--- src/rtl/alu_sequencer.sv ---
// ============================================================================
// Module   : alu_sequencer
// Brief    : Fetch/decode sequencer driving the accumulator ALU command inputs
// Revision : 1.0 - initial release
// ============================================================================
`default_nettype none

module alu_sequencer #(
    parameter int PC_W = 8
) (
    input  logic            Clk,
    input  logic            RST,
    input  logic            start,
    output logic            ins_req,
    output logic [PC_W-1:0] ins_addr,
    input  logic            ins_valid,
    input  logic [15:0]     ins_data,
    input  logic [7:0]      alu_dout,
    output logic [7:0]      bus_out,
    output logic            alu_wen,
    output logic            alu_inc,
    output logic            alu_clr,
    output logic [2:0]      alu_op,
    output logic            busy,
    output logic            halted,
    output logic            illegal
);

    typedef enum logic [2:0] {
        S_IDLE   = 3'd0,
        S_FETCH  = 3'd1,
        S_EXEC   = 3'd2,
        S_SETTLE = 3'd3,
        S_HALT   = 3'd4
    } state_t;

    localparam logic [3:0] c_OP_NOP  = 4'd0;
    localparam logic [3:0] c_OP_LDI  = 4'd1;
    localparam logic [3:0] c_OP_ALU  = 4'd2;
    localparam logic [3:0] c_OP_INC  = 4'd3;
    localparam logic [3:0] c_OP_CLR  = 4'd4;
    localparam logic [3:0] c_OP_JMP  = 4'd5;
    localparam logic [3:0] c_OP_JZ   = 4'd6;
    localparam logic [3:0] c_OP_HALT = 4'd7;

    state_t            r_state;
    state_t            w_state_next;
    logic [PC_W-1:0]   r_pc;
    logic [PC_W-1:0]   w_pc_next;
    // Only the decoded fields are kept; instruction bit 11 has no meaning.
    logic [3:0]        r_opcode;
    logic [2:0]        r_op_field;
    logic [7:0]        r_imm;
    logic [PC_W-1:0]   w_imm_pc;

    assign w_imm_pc = PC_W'(r_imm);

    always_ff @(posedge Clk or posedge RST) begin
        if (RST) begin
            r_state    <= S_IDLE;
            r_pc       <= '0;
            r_opcode   <= '0;
            r_op_field <= '0;
            r_imm      <= '0;
        end else begin
            r_state <= w_state_next;
            r_pc    <= w_pc_next;
            if (r_state == S_FETCH && ins_valid) begin
                r_opcode   <= ins_data[15:12];
                r_op_field <= ins_data[10:8];
                r_imm      <= ins_data[7:0];
            end
        end
    end

    always_comb begin
        w_state_next = r_state;
        w_pc_next    = r_pc;
        ins_req      = 1'b0;
        bus_out      = 8'h00;
        alu_wen      = 1'b0;
        alu_inc      = 1'b0;
        alu_clr      = 1'b0;
        alu_op       = 3'b000;
        illegal      = 1'b0;
        case (r_state)
            S_IDLE: begin
                if (start) begin
                    w_state_next = S_FETCH;
                    w_pc_next    = '0;
                end
            end
            S_FETCH: begin
                ins_req = 1'b1;
                if (ins_valid) begin
                    w_state_next = S_EXEC;
                end
            end
            S_EXEC: begin
                w_state_next = S_SETTLE;
                w_pc_next    = r_pc + 1'b1;
                case (r_opcode)
                    c_OP_NOP: ;
                    c_OP_LDI: begin
                        bus_out = r_imm;
                        alu_wen = 1'b1;
                    end
                    c_OP_ALU: begin
                        bus_out = r_imm;
                        alu_op  = r_op_field;
                        alu_wen = 1'b1;
                    end
                    c_OP_INC: alu_inc = 1'b1;
                    c_OP_CLR: alu_clr = 1'b1;
                    c_OP_JMP: w_pc_next = w_imm_pc;
                    c_OP_JZ: begin
                        if (alu_dout == 8'h00) begin
                            w_pc_next = w_imm_pc;
                        end
                    end
                    c_OP_HALT: begin
                        w_state_next = S_HALT;
                        w_pc_next    = r_pc;
                    end
                    default: illegal = 1'b1;
                endcase
            end
            S_SETTLE: w_state_next = S_FETCH;
            S_HALT:   w_state_next = S_HALT;
            default:  w_state_next = S_IDLE;
        endcase
    end

    assign ins_addr = r_pc;
    assign busy     = (r_state != S_IDLE) && (r_state != S_HALT);
    assign halted   = (r_state == S_HALT);

endmodule

`default_nettype wire

--- config.mk ---
export PLATFORM = sky130hd
export DESIGN_NAME = alu_sequencer
export DESIGN_NICKNAME = d
export VERILOG_FILES = /design/src/rtl/alu_sequencer.sv
export SDC_FILE = /design/constraint.sdc
export NUM_CORES = 1
export LEC_CHECK = 0
export ABC_AREA = 0
export CAP_MARGIN = 40
export CELL_PAD_IN_SITES_DETAIL_PLACEMENT = 0
export CELL_PAD_IN_SITES_GLOBAL_PLACEMENT = 1
export CORE_ASPECT_RATIO = 0.5
export CORE_UTILIZATION = 25
export DETAILED_ROUTE_END_ITERATION = 6
export GPL_ROUTABILITY_DRIVEN = 1
export PLACE_DENSITY_LB_ADDON = 0.2
export SLEW_MARGIN = 10
export SYNTH_ARGS = -nofsm -noshare
export SYNTH_HDL_FRONTEND = slang
export SYNTH_SLANG_ARGS = --single-unit
--- constraint.sdc ---
create_clock -name Clk -period 1.9 [get_ports Clk]
set_input_delay 0.285 -clock Clk [delete_from_list [all_inputs] [get_ports Clk]]
set_output_delay 0.285 -clock Clk [all_outputs]
set_load 0.03 [all_outputs]
---- Yosys cells after proc, flatten, opt, wreduce, memory -nomap -nowiden ----
Cells that the tools add are included.
Widths: inputs -> output; s select.
word-level totals
  register bits ........................... 26
  bits of input ports ..................... 28
  output and inout bits ................... 26
  logic and storage cells ................. 53
operators by class
  add/subtract/negate cells ............... 1
  eq/ne operators ......................... 15
  multiplexer cells ....................... 21
  reductions and logical operators ........ 11
operator list
  operator             count
  $mux 8               4
  $pmux 8 s3           1
  $eq 4x3->1 const B   4
  $pmux 8 s2           1
  $mux 3               5
  $pmux 3 s5           1
  $mux 1               9
  $add 8x1->8 const B  1
  $eq 4x2->1 const B   2
  $logic_not 8->1      1
  $reduce_or 8->1      1
  $eq 3x2->1 const B   2
  $ne 2x2->1 const B   3
  $eq 4x1->1 const B   1
  $logic_not 4->1      1
  $eq 3x1->1 const B   1
  $eq 3x3->1 const B   1
  $logic_not 3->1      1
  $ne 3x3->1 const B   1
  $reduce_and 3->1     1
  $reduce_bool 3->1    1
  $logic_and 1x1->1    2
  $reduce_and 2->1     1
  $reduce_bool 2->1    1
  $reduce_or 2->1      1

---- Depth between registers and ports, before layout ----
  word-level depth ........................ 4
  mapped depth ............................ 6

---- Worst setup path before layout ----
No wires, ideal clock.
  path type ............................... flip-flop to output port
  from .................................... reg r_state[1]
  to ...................................... out bus_out[0]
  arrival time ............................ 1807 ps
  required time ........................... 1615 ps
  slack ................................... -192 ps
  stages on the path, launching flop included .. 6
  buffers on the path ..................... 0
  path through ............................ dfrtp_1 > inv_2 > or3_4 > or3_4 > o21ba_4 > and2_1
on the way
  longest elaborated chain between the ends .. 2
ends and longest elaborated chain
  item                    line  source
  start, declared         46    state_t r_state;
  start signal, assigned  66    r_state <= w_state_next;
  $eq 3x2->1              86    case (r_state)
  $mux 8                  86
  end, declared           19    output logic [7:0] bus_out,
Every way passes these cells.

---- Worst setup path after layout ----
  from .................................... reg r_state[0]
  to ...................................... out bus_out[3]
Same word-level chain as after synthesis.

==> summary.md <==
| Metric | Value |
|---|---|
| Starting Density | `27.1%` |
| Gr ovfl total | `0` |
| GR Util met2 | `22.5%` |
| TritonCTS buffer count | `3` |
| Max Buffers Root-to-Sink | `2` |
| Die area | `5860 um^2` |
| Failing checks | `setup timing` |
| Core Area | `5110 um^2` |
| CTS Root Cell | `clkbuf_8` |
| PortBufs | `52` |
| Slew Viols, Final | `0` |
| Fin worst setup slack | `-0.396 ns` |
| Die Height | `54.6 um` |
| Hold WC Path Type | `in2async` |
| Outcome | `finished with violations` |
| Startpoint Class | `register` |
| Std-Cell Rows | `18` |
| Cell variety after synth | `34` |
| Post-route DRC | `0` |
| CTS tree | `done` |
| Hold-fix buffers at CTS | `0` |
| Worst skew pair latency | `0.27 ns` |
| Skew final | `0.00566 ns` |
| DR iter-0 viols | `31` |
| Syn Inst Count | `136` |
| First-pass GRT wire length | `6.04 mm` |
| N_diodes | `0` |
| Final nets | `237` |
| Critical Path End Type | `output port` |
| Most common cell in the netlist | `dfrtp_1` |
| Wirelength, routed | `3.81 mm` |
| Max Clock Freq | `436 MHz` |
| Gr busiest metal | `met2` |
| Post-DR wirelength/cell | `13.8 um` |
| Initial antenna violation count | `0` |
| DR pass1 iterations | `4` |
| Total of warnings raised by yosys | `0` |
| Layout cells sized above 1 | `36.7%` |
| Reg-to-Reg Start | `r_opcode[1]` |
| Setup TNS | `-4.68 ns` |
| Pin count of the biggest net entering global routing | `27` |
| Vias in the first global route | `1,214` |
| Fin. Hold Viols | `0` |
| CTS Sinks | `26` |
| Hpwl dp | `2.73 mm` |
| Mapped Area | `1380 um^2` |
| Synth area leaders | `dfrtp_1, mux2_2, and2_1, a21oi_1, o21ai_0` |
| Seq/Total Area, Yosys | `47.0%` |
| Reg-to-reg slack, setup | `0.18 ns` |
| RSZ-0062 raised after global routing | `yes` |
| P_leak | `0.955 nW` |
| Crit path max fanout | `5` |
| CP Data Arrival Time | `2.01 ns` |
| Clock transition at path regs | `0.10 ns` |
| Syn_nets | `165` |
| GRT Util Overall | `14.0%` |
| Routed via count | `1,286` |
| Total I/O pin count | `54` |
| Final Util | `44.2%` |
| Vias per cell | `4.64` |
| Final setup violation count | `13` |
| Req. time, crit path | `1.62 ns` |
| Area grow syn2layout | `63.4%` |
| Layout fillers | `531` |
| Most frequent cells after synthesis | `dfrtp_1, mux2_2, and2_1` |
| Die width | `107 um` |
| VDD IR max | `0.526 mV` |
| Async S/R FF share, synth | `100%` |
| Worst R2R Path Depth | `5` |
| Final Cycle Share | `121%` |
| #FFs+latches synth | `26` |
| Avg Cell Area, Syn | `10.2 um^2` |
| Htree depth | `1` |
| Leading area contributor after synthesis | `dfrtp_1` |
| Fin crit period | `2.30 ns` |
| Post-synth EDFFs | `0` |
| Met1 Usage GRT | `19.0%` |
| Placed cells | `269` |
| Max Cap Viol | `0` |
| Met3 GRT Util | `3.81%` |
| PwrDens | `1180 nW/um^2` |
| Worst setup path startpoint | `r_state[0]` |
| Share of the synthesized area in the top cell type | `47.0%` |
| GP Congestion | `0.705` |
| Least-Margin Pin Slew | `0.363 ns` |
| Detail Route Antenna Nets | `0` |
| Cell Count, Final, Fillers Out | `277` |
| Slew headroom | `75.5%` |
| Ys flop type | `dfrtp_1` |
| Critical path class | `reg2out` |
==> layer usage <==
layer / part of all wire (%) / wire, um / up-vias
li1: - / - / 624
met1: 49 / 1850 / 630
met2: 45 / 1730 / 30
met3: 5.4 / 205 / 2
met4: 0.71 / 27 / 0
met5: 0 / 0 / -
==> sequential cells by signal, indices dropped and copies added (netlist names) <==
register,cells
r_op_field,3
ins_addr,8
r_state,3
r_opcode,4
r_imm,8
==> logic make-up (layout without fill, tap and decap cells) <==
group | after synthesis | in the layout | synth area share [%]
simple gates | 53 | 53 | 22.1
buf+inv | 13 | 83 | 3.89
flops | 26 | 26 | 47.0
mux | 17 | 17 | 13.7
compound gates | 26 | 27 | 12.5
fa+ha+maj | 1 | 1 | 0.904
==> cell type report <==
class | instances | area [um^2] | area share [%]
multi-input cells | 98 | 763 | 33.8
repair buffers | 70 | 671 | 29.7
flip-flops and latches | 26 | 651 | 28.8
well taps | 70 | 87.6 | 3.87
clock buffers | 4 | 55.1 | 2.43
inverters | 9 | 33.8 | 1.49
==> stage by stage <==
stage               hold slack (ns)  worst slack, ns  total power, mW  instance area (um^2)
global placement              0.490           -0.136             2.20                  2080
finish                        0.358           -0.396             2.66                  2260
detailed placement            0.496           -0.173             2.22                  2080
floorplan                     0.325           -0.117             1.72                  1420
global route                  0.392           -0.482             2.84                  2260
CTS                           0.372           -0.413             2.64                  2220
==> worst paths after layout <==
path / to
max: bus_out[3]
min in group Clk: r_op_field[1]
max in group asynchronous: r_imm[2]
min: r_opcode[3]
min reg2reg: r_op_field[1]
max reg2reg: ins_addr[7]
==> critical path, cell delays in order (launching register included) <==
cell and delay, ns:
dfrtp_1 0.39, or3_4 0.39, or3_4 0.38, o21ba_4 0.30, and2_4 0.16, buf_6 0.12
==> cells in the final DEF (no fill, tap or decap), drive strengths merged, types with 4 or more instances in the layout <==
cell type       n
buf            33
o21ai           6
and2           12
mux2           15
dfrtp          26
nor3            4
clkbuf          4
clkdlybuf4s50  34
inv             9
nand2           7
nor2            8
a21oi           8
nand3           5
==> power breakdown <==
| group | total (mW) | internal, mW | switching [mW] | leakage [nW] |
|---|---|---|---|---|
| Combinational | 1.28 | 0.643 | 0.635 | 0.604 |
| Sequential | 1.02 | 0.784 | 0.231 | 0.322 |
| Clock | 0.367 | 0.185 | 0.182 | 0.0288 |
| Total | 2.66 | 1.61 | 1.05 | 0.955 |
==> repair_timing <==
| item | in CTS | in global routing |
|---|---|---|
| setup endpoints to repair | 15 | 16 |
| buffers inserted | 1 | 2 |
| resized for setup | 19 | 5 |
| cloned | 1 | 0 |
| pin swaps | 7 | 2 |
Note: power is estimated with default switching activity, not from simulation.
